**src/rtl/cursor_navegador_pkg.sv**
```systemverilog
// Shared constants for the 5x5 calculator keypad cursor: grid limits,
// button indices and the key index of every grid cell.
package cursor_navegador_pkg;

    localparam int GRID_MAX  = 4;
    localparam int GRID_COLS = 5;
    localparam int NUM_KEYS  = GRID_COLS * (GRID_MAX + 1);
    localparam int NUM_BTNS  = 5;

    localparam int BTN_UP    = 0;
    localparam int BTN_DOWN  = 1;
    localparam int BTN_LEFT  = 2;
    localparam int BTN_RIGHT = 3;
    localparam int BTN_SEL   = 4;

    typedef logic [2:0] gridPos_t;
    typedef logic [4:0] keyIdx_t;

    localparam keyIdx_t KEY_SUMA   = 5'd0;
    localparam keyIdx_t KEY_RESTA  = 5'd1;
    localparam keyIdx_t KEY_MULT   = 5'd2;
    localparam keyIdx_t KEY_DIV    = 5'd3;
    localparam keyIdx_t KEY_IGUAL  = 5'd4;
    localparam keyIdx_t KEY_C_HEX  = 5'd5;
    localparam keyIdx_t KEY_D      = 5'd6;
    localparam keyIdx_t KEY_E      = 5'd7;
    localparam keyIdx_t KEY_F      = 5'd8;
    localparam keyIdx_t KEY_RAIZ   = 5'd9;
    localparam keyIdx_t KEY_8      = 5'd10;
    localparam keyIdx_t KEY_9      = 5'd11;
    localparam keyIdx_t KEY_A      = 5'd12;
    localparam keyIdx_t KEY_B      = 5'd13;
    localparam keyIdx_t KEY_BORRAR = 5'd14;
    localparam keyIdx_t KEY_4      = 5'd15;
    localparam keyIdx_t KEY_5      = 5'd16;
    localparam keyIdx_t KEY_6      = 5'd17;
    localparam keyIdx_t KEY_7      = 5'd18;
    localparam keyIdx_t KEY_AC     = 5'd19;
    localparam keyIdx_t KEY_0      = 5'd20;
    localparam keyIdx_t KEY_1      = 5'd21;
    localparam keyIdx_t KEY_2      = 5'd22;
    localparam keyIdx_t KEY_3      = 5'd23;
    localparam keyIdx_t KEY_C_CLR  = 5'd24;

    // Row-major keypad layout; cell (row, col) sits at row*GRID_COLS + col.
    localparam keyIdx_t KEY_MAP [NUM_KEYS] = '{
        KEY_SUMA,  KEY_RESTA, KEY_MULT, KEY_DIV,   KEY_IGUAL,
        KEY_C_HEX, KEY_D,     KEY_E,    KEY_F,     KEY_RAIZ,
        KEY_8,     KEY_9,     KEY_A,    KEY_B,     KEY_BORRAR,
        KEY_4,     KEY_5,     KEY_6,    KEY_7,     KEY_AC,
        KEY_0,     KEY_1,     KEY_2,    KEY_3,     KEY_C_CLR
    };

endpackage

```
**src/rtl/cursor_navegador_antirrebote.sv**
```systemverilog
// One button channel: 2-flop synchronizer, stability-count debouncer and a
// single-cycle pulse on each debounced 0->1 transition.
module antirrebote #(
    parameter logic [15:0] DEBOUNCE_CYCLES = 16'd50000
) (
    input  logic clk,
    input  logic rst_n,
    input  logic btnRaw,
    output logic pressPulse
);

    logic        syncA;
    logic        syncB;
    logic        stableLvl;
    logic        stableDly;
    logic [15:0] diffCnt;

    always_ff @(posedge clk) begin
        if (!rst_n) begin
            syncA      <= 1'b0;
            syncB      <= 1'b0;
            stableLvl  <= 1'b0;
            stableDly  <= 1'b0;
            pressPulse <= 1'b0;
            diffCnt    <= 16'd0;
        end else begin
            syncA      <= btnRaw;
            syncB      <= syncA;
            stableDly  <= stableLvl;
            pressPulse <= stableLvl & ~stableDly;
            // diffCnt holds how many consecutive samples already disagreed.
            if (syncB == stableLvl) begin
                diffCnt <= 16'd0;
            end else if (diffCnt == DEBOUNCE_CYCLES - 16'd1) begin
                stableLvl <= syncB;
                diffCnt   <= 16'd0;
            end else begin
                diffCnt <= diffCnt + 16'd1;
            end
        end
    end

endmodule

```
**src/rtl/cursor_navegador.sv**
```systemverilog
// Keypad cursor: debounced buttons move a wrapping 5x5 cursor and the select
// button reports the key under the cursor.
module cursor_navegador
    import cursor_navegador_pkg::*;
#(
    parameter logic [15:0] DEBOUNCE_CYCLES = 16'd50000
) (
    input  logic       clk,
    input  logic       rst_n,
    input  logic       btn_up,
    input  logic       btn_down,
    input  logic       btn_left,
    input  logic       btn_right,
    input  logic       btn_sel,
    output logic [2:0] PosHor,
    output logic [2:0] PosVer,
    output logic [4:0] key_code,
    output logic       key_valid
);

    logic [NUM_BTNS-1:0] btnRaw;
    logic [NUM_BTNS-1:0] btnEvt;
    gridPos_t            horNext;
    gridPos_t            verNext;
    keyIdx_t             keyIdx;

    assign btnRaw = {btn_sel, btn_right, btn_left, btn_down, btn_up};

    for (genvar i = 0; i < NUM_BTNS; i++) begin : gBtn
        antirrebote #(
            .DEBOUNCE_CYCLES(DEBOUNCE_CYCLES)
        ) uAntirrebote (
            .clk       (clk),
            .rst_n     (rst_n),
            .btnRaw    (btnRaw[i]),
            .pressPulse(btnEvt[i])
        );
    end

    // Opposing events in the same cycle cancel; the two axes are independent.
    always_comb begin
        horNext = PosHor;
        verNext = PosVer;
        if (btnEvt[BTN_RIGHT] && !btnEvt[BTN_LEFT]) begin
            horNext = (PosHor >= 3'(GRID_MAX)) ? 3'd0 : PosHor + 3'd1;
        end else if (btnEvt[BTN_LEFT] && !btnEvt[BTN_RIGHT]) begin
            horNext = (PosHor == 3'd0 || PosHor > 3'(GRID_MAX)) ? 3'(GRID_MAX) : PosHor - 3'd1;
        end
        if (btnEvt[BTN_DOWN] && !btnEvt[BTN_UP]) begin
            verNext = (PosVer >= 3'(GRID_MAX)) ? 3'd0 : PosVer + 3'd1;
        end else if (btnEvt[BTN_UP] && !btnEvt[BTN_DOWN]) begin
            verNext = (PosVer == 3'd0 || PosVer > 3'(GRID_MAX)) ? 3'(GRID_MAX) : PosVer - 3'd1;
        end
    end

    // Built from the current (pre-move) position so a select coinciding with a move reports the old cell.
    assign keyIdx = 5'(PosVer) * 5'(GRID_COLS) + 5'(PosHor);

    always_ff @(posedge clk) begin
        if (!rst_n) begin
            PosHor    <= 3'd0;
            PosVer    <= 3'd0;
            key_code  <= 5'd0;
            key_valid <= 1'b0;
        end else begin
            PosHor    <= horNext;
            PosVer    <= verNext;
            key_valid <= btnEvt[BTN_SEL];
            if (btnEvt[BTN_SEL]) begin
                key_code <= KEY_MAP[keyIdx];
            end
        end
    end

endmodule

```
**config.mk**
```make
export PLATFORM = sky130hd
export DESIGN_NAME = cursor_navegador
export DESIGN_NICKNAME = d
export VERILOG_FILES = /design/src/rtl/cursor_navegador_pkg.sv /design/src/rtl/cursor_navegador_antirrebote.sv /design/src/rtl/cursor_navegador.sv
export SDC_FILE = /design/constraint.sdc
export NUM_CORES = 1
export LEC_CHECK = 0
export CORE_UTILIZATION = 45
export DETAILED_ROUTE_END_ITERATION = 12
export GPL_TIMING_DRIVEN = 0
export PLACE_DENSITY = 0.63
export SLEW_MARGIN = 25
export SYNTH_ARGS = -nofsm -noshare
export SYNTH_HDL_FRONTEND = slang
export SYNTH_HIERARCHICAL = 1
export SYNTH_SLANG_ARGS = --single-unit
```
**constraint.sdc**
```tcl
create_clock -name clk -period 2.45 [get_ports clk]
set_input_delay 0.3675 -clock clk [delete_from_list [all_inputs] [get_ports clk]]
set_output_delay 0.3675 -clock clk [all_outputs]
set_load 0.01 [all_outputs]
```
After elaboration in Yosys (flattened, before gate mapping)
Memory sizes are Yosys's and may differ from the RTL's. A register that Yosys moved wholly into a read port is not among the register bits.
Cells that the tools add are included.
- $add $sub $neg: 10
- multiply operators: 1
- order comparisons: 4
- equality and inequality tests: 10
- muxes and demuxes: 8
- bitwise gates (word level): 17
- reduce and logical (&&, ||, !) cells: 25
- operator list (kind ; number):
    $add 16x1->16 const B ; 5
    $eq 16x16->1 const B ; 5
    $mux 3 ; 8
    $reduce_or 3->1 ; 5
    $not 1->1 ; 11
    $reduce_and 2->1 ; 5
    $add 3x1->3 const B ; 2
    $ge 3x3->1 const B ; 2
    $gt 3x3->1 const B ; 2
    $logic_not 3->1 ; 2
    $not 5->6 ; 1
    $sub 3x1->3 const B ; 2
    $add 5x3->5 ; 1
    $and 1x1->1 ; 5
    $eq 1x1->1 ; 5
    $logic_not 1->1 ; 5
    $mul 3x3->5 const B ; 1
    $logic_and 1x1->1 ; 4
    $reduce_bool 2->1 ; 2
    $logic_or 1x1->1 ; 2
- register bits: 112
- ROM bits: 160
- bits of input ports: 7
- output and inout bits: 12
- logic and storage cells: 109
- memories kept: 1
- memories (name ; words ; bits a word ; rd ports ; clocked after Yosys merged registers in ; wr ports ; line ; source):
    (name not given) ; 32 ; 5 ; 1 ; 1 ; 0 ; cursor_navegador.sv:70 ; key_code <= KEY_MAP[keyIdx];

Longest topological paths before layout
Gate-level depths: netlist of the first run.
- depth in word-level cells: 5
- gate-level depth with buffers: 7
- gate-level depth less buffers: 7

Cells and area by module
Netlist of the first run, hierarchy kept.
- by module, submodules not included (module ; instances ; cells each ; area each (um^2) ; seq. area each (um^2)):
    antirrebote ; 5 ; 94 ; 875.8 ; 420.4
    cursor_navegador ; 1 ; 93 ; 872.1 ; 240.2

Worst setup path before layout of the first run
No wires, ideal clock.
- path type: register to register
- start: register PosVer[2]
- end: register key_code[2]
- setup time: 0.122 ns
- arrival: 2.225 ns
- data required time: 2.328 ns
- setup slack: 0.103 ns
- cell stages (with the launch flop): 8
- path buffers: 0
- clock period less this slack: 2.347 ns
- path through: dfxtp_1 inv_1 ha_1 ha_1 fa_1 xor2_2 o2bb2ai_1 a221o_1
- longest elaborated chain between the ends: 3
- ends and longest elaborated chain (item ; line ; source):
    from (decl) ; cursor_navegador.sv:16 ; output logic [2:0] PosVer,
    from (signal assigned) ; cursor_navegador.sv:67 ; PosVer <= verNext;
    $mul 3x3->5 ; cursor_navegador.sv:57 ; assign keyIdx = 5'(PosVer) * 5'(GRID_COLS) + 5'(PosHor);
    $add 5x3->5 ; cursor_navegador.sv:57 ;
    $not 5->6 (implied by the code) ; cursor_navegador.sv:70 ;
    to (decl) ; cursor_navegador.sv:17 ; output logic [4:0] key_code,
No other way between the ends.
A chain may end at the register's enable or synchronous reset.

Worst setup path in the final report of the first run
- start: register PosVer[0]
- end: register key_code[2]
The elaborated chain is that of the path after synthesis.

==> results by stage, run 1 <==
Hold path:
- The launch instance of the worst min-delay path is gBtn[3].uAntirrebote/stableDly.
- The endpoint of the worst hold path is gBtn[3].uAntirrebote/pressPulse.
- The worst hold path stage count is 1.
- The tightest min-delay check is of the flop to flop type.

Power:
- The sequential power share is 0.445.
- The fraction of power spent switching nets is 0.187.
- The analysis attributes to net switching a power of 0.806 mW.
- The maximum ir drop on the vdd rail is 491 uV.
- The share of total power dissipated in combinational logic is 0.012.
- Internal power comes to 3.51 mW.
- The share of total power dissipated in the clock network is 0.543.
- The power density over cell area is 697 nW/um^2.
- Summed over all cells, the static leakage comes to 2.08 nW.
- After layout, the design draws a total of ~4.3 mW.

STA:
- Setup repair after global routing left no endpoint under its margin.
- The count of pins over their slew limit is 0.
- The sum of negative setup slack is 0 ps.
- The highest attainable clock frequency is 436 MHz.
- The count of final hold-check violations is 0.
- The minimum clock period after layout is 2300 ps.
- Setup violations remaining at the end of the flow were counted as 0.
- Across the routed clock network, the largest skew measured is about 7.4 ps.
- The tightest slew margin relative to the limit is 0.683.
- The slew of the pin with the lowest slew margin is about 480 ps.
- The part of the cycle the worst path needs is 0.937.

Layout:
- The count of antenna diodes in the layout is 0.
- In the layout the commonest cells are dfxtp_1, nor2_1, xnor2_1.
- The post-synthesis to final-layout area growth is 17.9%.
- In the final layout, the share of cells above drive strength 1 is 0.0887.
- The final standard cell count with taps included and fillers excluded is around 750.
- The post-route cell area is 6190 sq um.
- After the last flow step, the layout net total stands at 630.
- Leaving out fill and tap cells, the most frequent cell in the layout is dfxtp_1.

Global route:
- The number of antenna violations at the first check in global routing is 0.
- The number of global-route vias before repair is between 3,000 and 4,000.
- The wire length of the first global-routing pass is 16,100 um.
- Entering global routing, the biggest net connects 32 pins.
- The total congestion overflow after global routing is 0.
- The overall routing resource usage is 0.172.

Status:
- The run finished with clean final reports.

Critical path:
- The reg-to-reg startpoint is PosVer[0].
- The kind of end point of the critical path is a flop.
- The worst setup path is of the flop to flop kind.
- The element type at the critical path start is a flop.
- Counting cells, the worst reg-to-reg path comes to 7.
- For flop-to-flop paths, the worst setup slack is 150 ps.
- Data arrives at the worst endpoint at 2580 ps.
- The endpoint of the most critical register-to-register path is key_code[2].
- Of all nets on the critical path, the largest fanout is 6.
- The critical path's slowest cell is fa_1.
- The required time at the worst-slack endpoint is 2740 ps.
- The worst stage delay on the critical path is between 400 and 500 ps.
- Traced cell by cell, the critical path runs through inv_1 -> ha_1 -> ha_4 -> fa_1 -> xor2_2 -> o2bb2ai_1 -> a221o_1.

Synth:
- The number of nets in the synthesized netlist is between 500 and 600.
- The total standard cell area after synthesis is about 5300 sq um.
- The number of different library cells used by synthesis comes to 35.
- A synthesized cell averages 9.33 sq um.
- The Yosys step of the flow raised 6 warnings.
- The post-synthesis sequential element count is 117.
- Of the synthesized area, sequential elements account for 0.446.
- In the synthesized netlist, the number of instances is 563.

Clock network:
- The clock buffer count from CTS is 17.
- The H-tree level count is 4.
- The number of post-CTS setup repair buffers is 0.
- The post-cts repair resize count is 4.
- TritonCTS built the clock tree.
- The clock-pin slew of the registers on the worst-case setup and hold paths is 50 ps.
- Clock tree synthesis selected as its root buffer the cell clkbuf_16.
- The number of buffers on the longest clock path is 2.
- For the worst-skew pair, the clock arrives at the later sink with an insertion delay of about 400 ps.
- For this design, the CTS-stage hold fixing added 0 buffers.
- Clock tree synthesis found a total of 117 sinks.

Floorplanning:
- The die is 110 um tall.
- Row generation in the floorplan step produced 39 rows.
- The die area is 12,100 sq um.
- The effective utilization at floorplan is 0.460.
- The x dimension of the die is 110 um.
- Pin placement for this block handled 19 I/O pins.
- The core region is 11,400 sq um.

Drt:
- The per-cell routed wire length is 12.3 um.
- The final route contains 3,888 vias.
- The detail route stage leaves a number of antenna-violating nets equal to 0.
- The first TritonRoute pass finished after 4 iterations.
- The detailed router finished its first iteration with between 150 and 200 violations.
- Using the TritonRoute via totals, the vias-per-cell ratio works out to 5.17.
- In the routed design, unresolved DRC markers number 0.
- The overall routed net length is 9260 um.

Job:
- The max capacitance violation total is 0.

Placement:
- The total placed instance area is ~5600 sq um.
- Port buffering added 18 buffers.
- The final weighted congestion of routability-driven global placement is approximately 0.77.
- The half-perimeter wire length of the detailed placement result is 6340 um.
- Once placement completed, the tool counted placed cells totaling 724.
state kept, by name, summed over array words and instances, names as in the netlist:
signal / cells
key_code: 5
key_valid: 1
gBtn.uAntirrebote/pressPulse: 5
gBtn.uAntirrebote/stableDly: 5
gBtn.uAntirrebote/syncA: 5
gBtn.uAntirrebote/diffCnt: 80
PosVer: 3
gBtn.uAntirrebote/stableLvl: 5
PosHor: 3
gBtn.uAntirrebote/syncB: 5
worst max-delay path, delay by kind of cell (launching register included):
family / cells / cell delay (ps)
buffers and inverters: 1 / 80
AO/OA/AOI/OAI: 2 / 450
XOR/XNOR: 1 / 230
flip-flops: 1 / 380
adder cells (fa/ha/maj): 3 / 1040
worst max-delay path by stage:
stage | slack, ps | to | from | depth (start not counted)
4_1_cts | 30 | key_code[2] | PosVer[2] | 7
3_5_place_dp | -130 | key_code[2] | rst_n | 5
3_3_place_gp | -150 | key_code[2] | rst_n | 5
5_1_grt | 40 | key_code[0] | PosVer[2] | 7
2_1_floorplan | 100 | key_code[2] | PosVer[2] | 7
6_report | 150 | key_code[2] | PosVer[0] | 7
layout make-up:
type | instances | area [sq um]
repair buffers | 18 | 175
plain buffers | 7 | 66.3
clock buffers | 23 | 488
well taps | 143 | 179
multi-input cells | 404 | 2730
inverters | 35 | 131
flip-flops and latches | 117 | 2350
fillers | 1046 | 5230
clock inverters | 5 | 75.1
layer usage:
| metal | GRT usage | up-vias | wire length (um) | part of all wire |
|---|---|---|---|---|
| li1 | - | 2016 | - | - |
| met1 | 0.220 | 1800 | 4520 | 0.49 |
| met2 | 0.268 | 63 | 4260 | 0.46 |
| met3 | 0.0594 | 9 | 371 | 0.040 |
| met4 | 0.0600 | 0 | 107 | 0.012 |
| met5 | 0 | - | 0 | 0 |
cells in the mapped netlist (all sizes together):
library cell  instances  share of area
a2111o                1         0.0021
a2111oi               4         0.0067
a211oi                7          0.010
a21o                  2         0.0031
a21oi                 1        0.00095
a221o                 3         0.0057
a311oi                2         0.0033
and2                 15          0.018
and3                  5         0.0060
buf                   6          0.012
clkbuf                1        0.00095
dfxtp               117           0.45
fa                    1         0.0038
ha                   22          0.052
inv                  35          0.025
mux2i                 5         0.0095
nand2                29          0.021
nand3                28          0.031
nand3b                5         0.0071
nand4                20          0.024
nor2                 97          0.069
nor2b                 2         0.0024
nor3                 36          0.034
nor4                 25          0.030
nor4b                 5          0.014
nor4bb                2         0.0038
o21ai                 1        0.00095
o2bb2ai               3         0.0050
o31ai                 5          0.020
xnor2                61           0.10
xor2                 17          0.030
cells by family after synthesis:
kind of cell,after synthesis,synth area share
AND/OR/NAND/NOR,269,0.261
flip-flops,117,0.446
XOR/XNOR,78,0.132
buffers and inverters,42,0.0376
AO/OA/AOI/OAI,29,0.0581
adder cells (fa/ha/maj),23,0.0562
multiplexers,5,0.00953
power groups by stage:
stage / clock network (mW) / logic, mW / registers (mW)
6_report: 2.34 / 0.0507 / 1.92
5_1_grt: 2.50 / 0.0575 / 1.92
4_1_cts: 2.41 / 0.0528 / 1.92
3_5_place_dp: 0 / 0.0523 / 1.96
3_3_place_gp: 0 / 0.0522 / 1.96
2_1_floorplan: 0 / 0.0294 / 1.96
metrics by stage:
stage | setup WS [ps] | hold slack [ps] | utilization
floorplan | 103 | 368 | -
detailed placement | -134 | 373 | 0.491
global route | 36.2 | 390 | 0.542
global placement | -154 | 374 | 0.491
CTS | 32.7 | 380 | 0.541
finish | 154 | 380 | 0.542
Note: power is estimated with default switching activity, not from simulation.
==> run 2: changes to the inputs <==
--- a/config.mk
+++ b/config.mk
@@ -5,10 +5,10 @@
 export SDC_FILE = /design/constraint.sdc
 export NUM_CORES = 1
 export LEC_CHECK = 0
-export CORE_UTILIZATION = 45
+export CORE_UTILIZATION = 25
 export DETAILED_ROUTE_END_ITERATION = 12
 export GPL_TIMING_DRIVEN = 0
-export PLACE_DENSITY = 0.63
+export PLACE_DENSITY = 0.4
 export SLEW_MARGIN = 25
 export SYNTH_ARGS = -nofsm -noshare
 export SYNTH_HDL_FRONTEND = slang
==> run 2 against run 1 <==
Against the previous run: total power is 13% higher; sequential power hardly changed; count of clock-buffer cells in the layout rose by 1.
==> results by stage, run 2 (synthesized netlist as in run 1, its figures left out) <==
Drt:
- The count of nets left with antenna violations after detail routing is 0 (unchanged).
- The DRC violation count after routing came to 0 (unchanged).
- The overall routed net length is 9920 um (+7.2%).
- The per-cell routed wire length came to 11.2 um (-8.7%).
- The initial DRC count was 204 (+25%).
- The detail-routed via count per cell is 4.42 (-14%).
- The routed via count was 3,904 (+0.41%).
- The first-pass iteration count of the detailed router came to 4 (unchanged).

STA:
- The final count of negative-setup-slack endpoints is 0 (unchanged).
- The worst hold margin came to 379 ps (-0.807 ps).
- The slew of the pin with the lowest slew margin is 469 ps (-5.66 ps).
- The worst clock skew is 7.63 ps (+0.275 ps).
- The count of final hold-check violations was 0 (unchanged).
- The part of the cycle the worst path needs is 0.954 (+0.0163).
- The count of pins over their slew limit is 0 (unchanged).
- The tightest slew margin relative to the limit is 0.679 (-0.00432).
- The minimum clock period after layout is 2340 ps (+39.9 ps).
- The final critical-path setup slack was 114 ps (-39.9 ps).
- Setup repair after global routing left no endpoint under its margin.
- The highest attainable clock frequency is 428 MHz (-1.7%).

Power:
- The leakage power of the design is 2.14 nW (+3.4%).
- The maximum ir drop on the vdd rail is 335 uV (-32%).
- The power density over cell area was 750 nW/um^2 (+7.6%).

Critical path:
- STA classifies the critical path endpoint as a flop.
- The arrival time of data at the critical path endpoint is 2610 ps (+30 ps).
- The depth of the worst register-to-register path came to 7 (unchanged).
- The required time at the worst-slack endpoint was 2730 ps (about the same).
- The largest fanout on the critical path is 6 (unchanged).
- The type of the setup path with the least slack is flop to flop.
- The worst setup path is launched from a flop.
- The reg-to-reg startpoint is PosVer[0].
- The worst register-to-register path ends at key_code[4].
- The register-to-register setup slack is 110 ps (-40 ps).

Hold path:
- The worst hold path stage count came to 1 (unchanged).
- The launch instance of the worst min-delay path is gBtn[1].uAntirrebote/stableDly.
- The endpoint of the worst hold path is gBtn[1].uAntirrebote/pressPulse.
- The classification of the worst-slack hold path is flop to flop.

Clock network:
- The number of clock sinks seen by CTS is 117 (unchanged).
- The TritonCTS clock tree is built.
- The number of buffers on the longest clock path is 2 (unchanged).
- The clock buffer count from CTS came to 17 (unchanged).
- The H-tree level count is 4 (unchanged).
- The clock-pin slew of the registers on the worst-case setup and hold paths is 50 ps (about the same).
- The clock insertion delay at the later pin of the skew report was 410 ps (about the same).
- The clock root buffer is clkbuf_16.
- The cts-stage hold buffer count came to 0 (unchanged).

Floorplanning:
- The effective utilization at floorplan is 0.257 (-0.203).
- The total core area is 20,400 sq um (+79%).
- The vertical die dimension was 147 um (+34%).
- The die area was 21,600 sq um (+78%).
- The number of ports placed on the die boundary is 19 (unchanged).
- The x dimension of the die is 147 um (+34%).
- The row count is 52 (+33%).

Status:
- The run finished with clean final reports.

Placement:
- The total of buffers placed on input and output ports was 18 (unchanged).
- The final weighted congestion of routability-driven global placement is 0.736 (-4.2%).
- The half-perimeter wire length of the detailed placement result came to 6890 um (+8.8%).
- The post-placement worst setup slack came to -136 ps (-1.60 ps).

Layout:
- The number of filler cells placed in the layout is 2,115 (+100%).
- The count of antenna diodes in the layout was 0 (unchanged).
- The register containing the most flip-flops in the final layout is gBtn.uAntirrebote/diffCnt.
- The fraction of layout instances using a drive strength above 1 is 0.0979 (+0.00921).
- Leaving out fill and tap cells, the most frequent cells in the layout are dfxtp_1, nor2_1, xnor2_1.
- Leaving out fill and tap cells, the most frequent cell in the layout is dfxtp_1.
- The post-synthesis to final-layout area growth is 23.7%.
- The net total in the final layout came to 630 (unchanged).
- The flip-flop count of the largest register after layout was 80 (unchanged).

Global route:
- The overall routing resource usage came to 0.101 (-0.0708).
- The wire length of the first global-routing pass is 17,400 um (+8.1%).
- The number of antenna violations at the first check in global routing is 0 (unchanged).
- The number of global-route vias before repair is 3,737 (+2.9%).
- The total congestion overflow after global routing is 0 (unchanged).
- The maximum number of pins on one net before global-route repair came to 32 (unchanged).

Job:
- The max capacitance violation total is 0 (unchanged).
-- run 2: per-stage QoR --
stage	power [mW]	utilization	TNS, ps	cell area (sq um)	std cells
detailed placement	2.01	0.282	-374	5770	851
finish	4.87	0.318	0	6490	883
global placement	2.01	0.282	-465	5770	851
global route	5.04	0.318	0	6490	883
CTS	4.96	0.317	0	6470	883
floorplan	1.99	-	0	5250	563
-- run 2: timing repair --
action	4_1_cts	5_1_grt
buffers inserted	0	0
pin swaps	0	1
resized for setup	2	6
endpoints found under the setup margin	4	3
-- run 2: critical path, stage by stage, from the launching register on --
cell and delay [ps]:
dfxtp_4 380, inv_1 80, ha_1 310, ha_1 330
ha_1 300, a21o_1 210, a2111oi_0 500, a211oi_1 90
-- run 2: final cells by class --
cell class / count / area, sq um / area share
multi-input cells: 404 / 2730 / 0.421
flip-flops and latches: 117 / 2350 / 0.362
clock buffers: 24 / 512 / 0.0788
well taps: 270 / 338 / 0.0520
clock inverters: 8 / 190 / 0.0293
repair buffers: 18 / 175 / 0.0270
inverters: 35 / 131 / 0.0202
plain buffers: 7 / 66.3 / 0.0102
-- run 2: per-layer routing --
| layer | up-vias | track usage | share of wire |
|---|---|---|---|
| met5 | - | 0 | 0 |
| met4 | 0 | 0.0572 | 0.021 |
| met3 | 16 | 0.0280 | 0.026 |
| met2 | 48 | 0.156 | 0.45 |
| met1 | 1815 | 0.126 | 0.50 |
| li1 | 2025 | - | - |
-- run 2: report_power, final --
part | leakage [nW] | internal (mW) | total, mW | switching [mW]
clock network | 0.346 | 2.07 | 2.90 | 0.835
registers | 0.946 | 1.91 | 1.92 | 0.00538
logic | 0.852 | 0.0225 | 0.0512 | 0.0287
-- run 2: worst max path at each step --
| stage | from | endpoint |
|---|---|---|
| after floorplan | PosVer[2] | key_code[2] |
| after global placement | rst_n | key_code[1] |
| after detailed placement | rst_n | key_code[0] |
| after CTS | PosVer[2] | key_code[2] |
| after global routing | PosVer[0] | key_code[0] |
| final | PosVer[0] | key_code[4] |
==> run 3: changes to the inputs <==
--- a/config.mk
+++ b/config.mk
@@ -6,9 +6,10 @@
 export NUM_CORES = 1
 export LEC_CHECK = 0
 export CORE_UTILIZATION = 25
+export CTS_CLUSTER_SIZE = 25
 export DETAILED_ROUTE_END_ITERATION = 12
 export GPL_TIMING_DRIVEN = 0
-export PLACE_DENSITY = 0.4
+export PLACE_DENSITY = 0.42
 export SLEW_MARGIN = 25
 export SYNTH_ARGS = -nofsm -noshare
 export SYNTH_HDL_FRONTEND = slang
==> constraint.sdc (replaced) <==
create_clock -name clk -period 1.95 [get_ports clk]
set_input_delay 0.2925 -clock clk [delete_from_list [all_inputs] [get_ports clk]]
set_output_delay 0.2925 -clock clk [all_outputs]
set_load 0.01 [all_outputs]
==> run 3 against run 2 <==
Against the previous run: total power rose by 19%; final cell count rose by 0.57%; largest power group unchanged; the flow now finishes with violations (negative setup slack); die area did not move; sequential power rose by 26%; clock power rose by 14%; wire length rose by 8.2%; global-route usage rose by 0.82 points.
==> results by stage, run 3 (synthesized netlist as in run 1, its figures left out) <==
Power:
- The final total power is 5.78 mW (+19%).
- The leakage power of the design was 2.11 nW (-1.4%).
- The maximum ir drop on the vdd rail is 532 uV (+59%).
- The power density over cell area is 876 nW/um^2 (+17%).

STA:
- The worst hold margin is 382 ps (+3.64 ps).
- The final critical-path setup slack was -63.4 ps (-177 ps).
- The highest attainable clock frequency is 497 MHz (+16%).
- The final count of negative-setup-slack endpoints is 4 (+4).
- The worst clock skew is 8.23 ps (+0.601 ps).
- The count of final hold-check violations was 0 (unchanged).
- The minimum clock period after layout is 2010 ps (-323 ps).
- Setup repair after global routing could not meet its margin everywhere.
- The tightest slew margin relative to the limit is 0.668 (-0.0108).
- The part of the cycle the worst path needs is 1.03 (+0.0790).
- The slew of the pin with the lowest slew margin is 498 ps (+28.4 ps).
- The count of pins over their slew limit was 0 (unchanged).

Clock network:
- The clock insertion delay at the later pin of the skew report is 410 ps (about the same).
- The clock buffer count from CTS is 17 (unchanged).
- The number of buffers on the longest clock path came to 2 (unchanged).
- The cts-stage hold buffer count came to 0 (unchanged).
- The TritonCTS clock tree is built.
- The clock root buffer is clkbuf_16.
- The number of clock sinks seen by CTS is 117 (unchanged).
- The H-tree level count is 4 (unchanged).
- The clock-pin slew of the registers on the worst-case setup and hold paths came to 60 ps (about the same).

Placement:
- The total placed instance area is 5830 sq um (+1.1%).
- The total of buffers placed on input and output ports is 18 (unchanged).
- The final weighted congestion of routability-driven global placement came to 0.752 (+2.1%).
- The post-placement worst setup slack is -575 ps (-440 ps).
- The half-perimeter wire length of the detailed placement result was 7070 um (+2.5%).

Layout:
- The top cell types in the final layout, fill and taps aside, are dfxtp_1, nor2_1, xnor2_1.
- The flip-flop count of the largest register after layout is 80 (unchanged).
- The number of filler cells placed in the layout was 2,112 (-0.14%).
- The count of antenna diodes in the layout is 0 (unchanged).
- The register containing the most flip-flops in the final layout is gBtn.uAntirrebote/diffCnt.
- The most common cell after layout, fill and taps aside is dfxtp_1.
- The post-route cell area is 6590 sq um (+1.5%).
- The post-synthesis to final-layout area growth is 25.6%.
- The net total in the final layout came to 635 (+0.79%).
- The fraction of layout instances using a drive strength above 1 was 0.134 (+0.0364).

Drt:
- The per-cell routed wire length is 12.1 um (+7.6%).
- The count of nets left with antenna violations after detail routing is 0 (unchanged).
- The overall routed net length was 10,700 um (+8.2%).
- The routed via count was 3,947 (+1.1%).
- The first-pass iteration count of the detailed router is 4 (unchanged).
- The detail-routed via count per cell was 4.44 (+0.53%).
- The DRC violation count after routing was 0 (unchanged).
- The initial DRC count is 256 (+25%).

Global route:
- The maximum number of pins on one net before global-route repair was 32 (unchanged).
- The overall routing resource usage was 0.109 (+0.00820).
- The total congestion overflow after global routing is 0 (unchanged).
- The number of global-route vias before repair is 3,803 (+1.8%).
- The wire length of the first global-routing pass is 18,700 um (+6.9%).
- The number of antenna violations at the first check in global routing was 0 (unchanged).

Floorplanning:
- The number of ports placed on the die boundary is 19 (unchanged).
- The effective utilization at floorplan is 0.257 (unchanged).
- The total core area is 20,400 sq um (unchanged).
- The die area is 21,600 sq um (unchanged).
- The vertical die dimension came to 147 um (unchanged).
- The x dimension of the die came to 147 um (unchanged).
- The row count is 52 (unchanged).

Critical path:
- The worst setup path is captured at a flop.
- The largest fanout on the critical path is 5 (-1).
- The required time at the worst-slack endpoint is 2310 ps (-420 ps).
- The worst setup path is launched from a flop.
- The arrival time of data at the critical path endpoint is 2370 ps (-240 ps).
- The critical path in this run is classified as flop to flop.
- The register-to-register setup slack is -60 ps (-180 ps).

Status:
- The final reports fail on negative setup slack.
- The flow ran to the end, but the final reports show violations.

Hold path:
- The classification of the worst-slack hold path is flop to flop.

Job:
- The max capacitance violation total is 0 (unchanged).
==> run 3: layer usage <==
metal | vias to the layer above | share of wire | track usage
met1 | 1822 | 0.52 | 0.148
met3 | 14 | 0.042 | 0.0382
met2 | 70 | 0.43 | 0.156
li1 | 2041 | - | -
met5 | - | 0 | 0
met4 | 0 | 0.012 | 0.0433
==> run 3: final timing paths <==
path                             startpoint                         endpoint  cells after the start
max                               PosVer[0]                      key_code[1]                      7
min          gBtn[4].uAntirrebote/stableDly  gBtn[4].uAntirrebote/pressPulse                      1
max reg2reg                       PosVer[0]                      key_code[1]                      7
min reg2reg  gBtn[4].uAntirrebote/stableDly  gBtn[4].uAntirrebote/pressPulse                      1
==> run 3: final cells by class <==
cell class                 count  area, sq um  share of cell area
buffer                         7         66.3              0.0101
multi-input combinational    404         2860               0.434
inverter                      35          136              0.0207
clock buffer                  19          443              0.0672
tap                          270          338              0.0512
clock inverter                13          181              0.0275
timing repair buffer          23          213              0.0323
sequential                   117         2350               0.357
==> run 3: worst max-delay path, cell delays in order, from the launching register on <==
cell	delay (ps)
dfxtp_4	370
inv_4	40
ha_4	230
ha_4	280
ha_4	200
a21o_4	240
a2111oi_1	420
a221o_1	170
==> run 3: repair_timing <==
| action | CTS | global route |
|---|---|---|
| setup endpoints to repair | 4 | 5 |
| cloned | 0 | 0 |
| endpoints found under the hold margin | 0 | 0 |
| resized for setup | 5 | 13 |
| setup buffers | 4 | 1 |
| pin swaps | 10 | 6 |
==> run 3: power breakdown <==
part	total [mW]	switching (mW)	internal, mW
sequential	2.41	0.00704	2.40
clock	3.30	1.14	2.17
combinational	0.0656	0.0374	0.0282
==> run 3: through the flow <==
step | std cells | utilization | setup TNS [ps]
5_1_grt | 888 | 0.323 | -426
6_report | 888 | 0.323 | -170
4_1_cts | 887 | 0.319 | -599
2_1_floorplan | 563 | - | -46.5
3_3_place_gp | 851 | 0.286 | -19330
3_5_place_dp | 851 | 0.286 | -19070
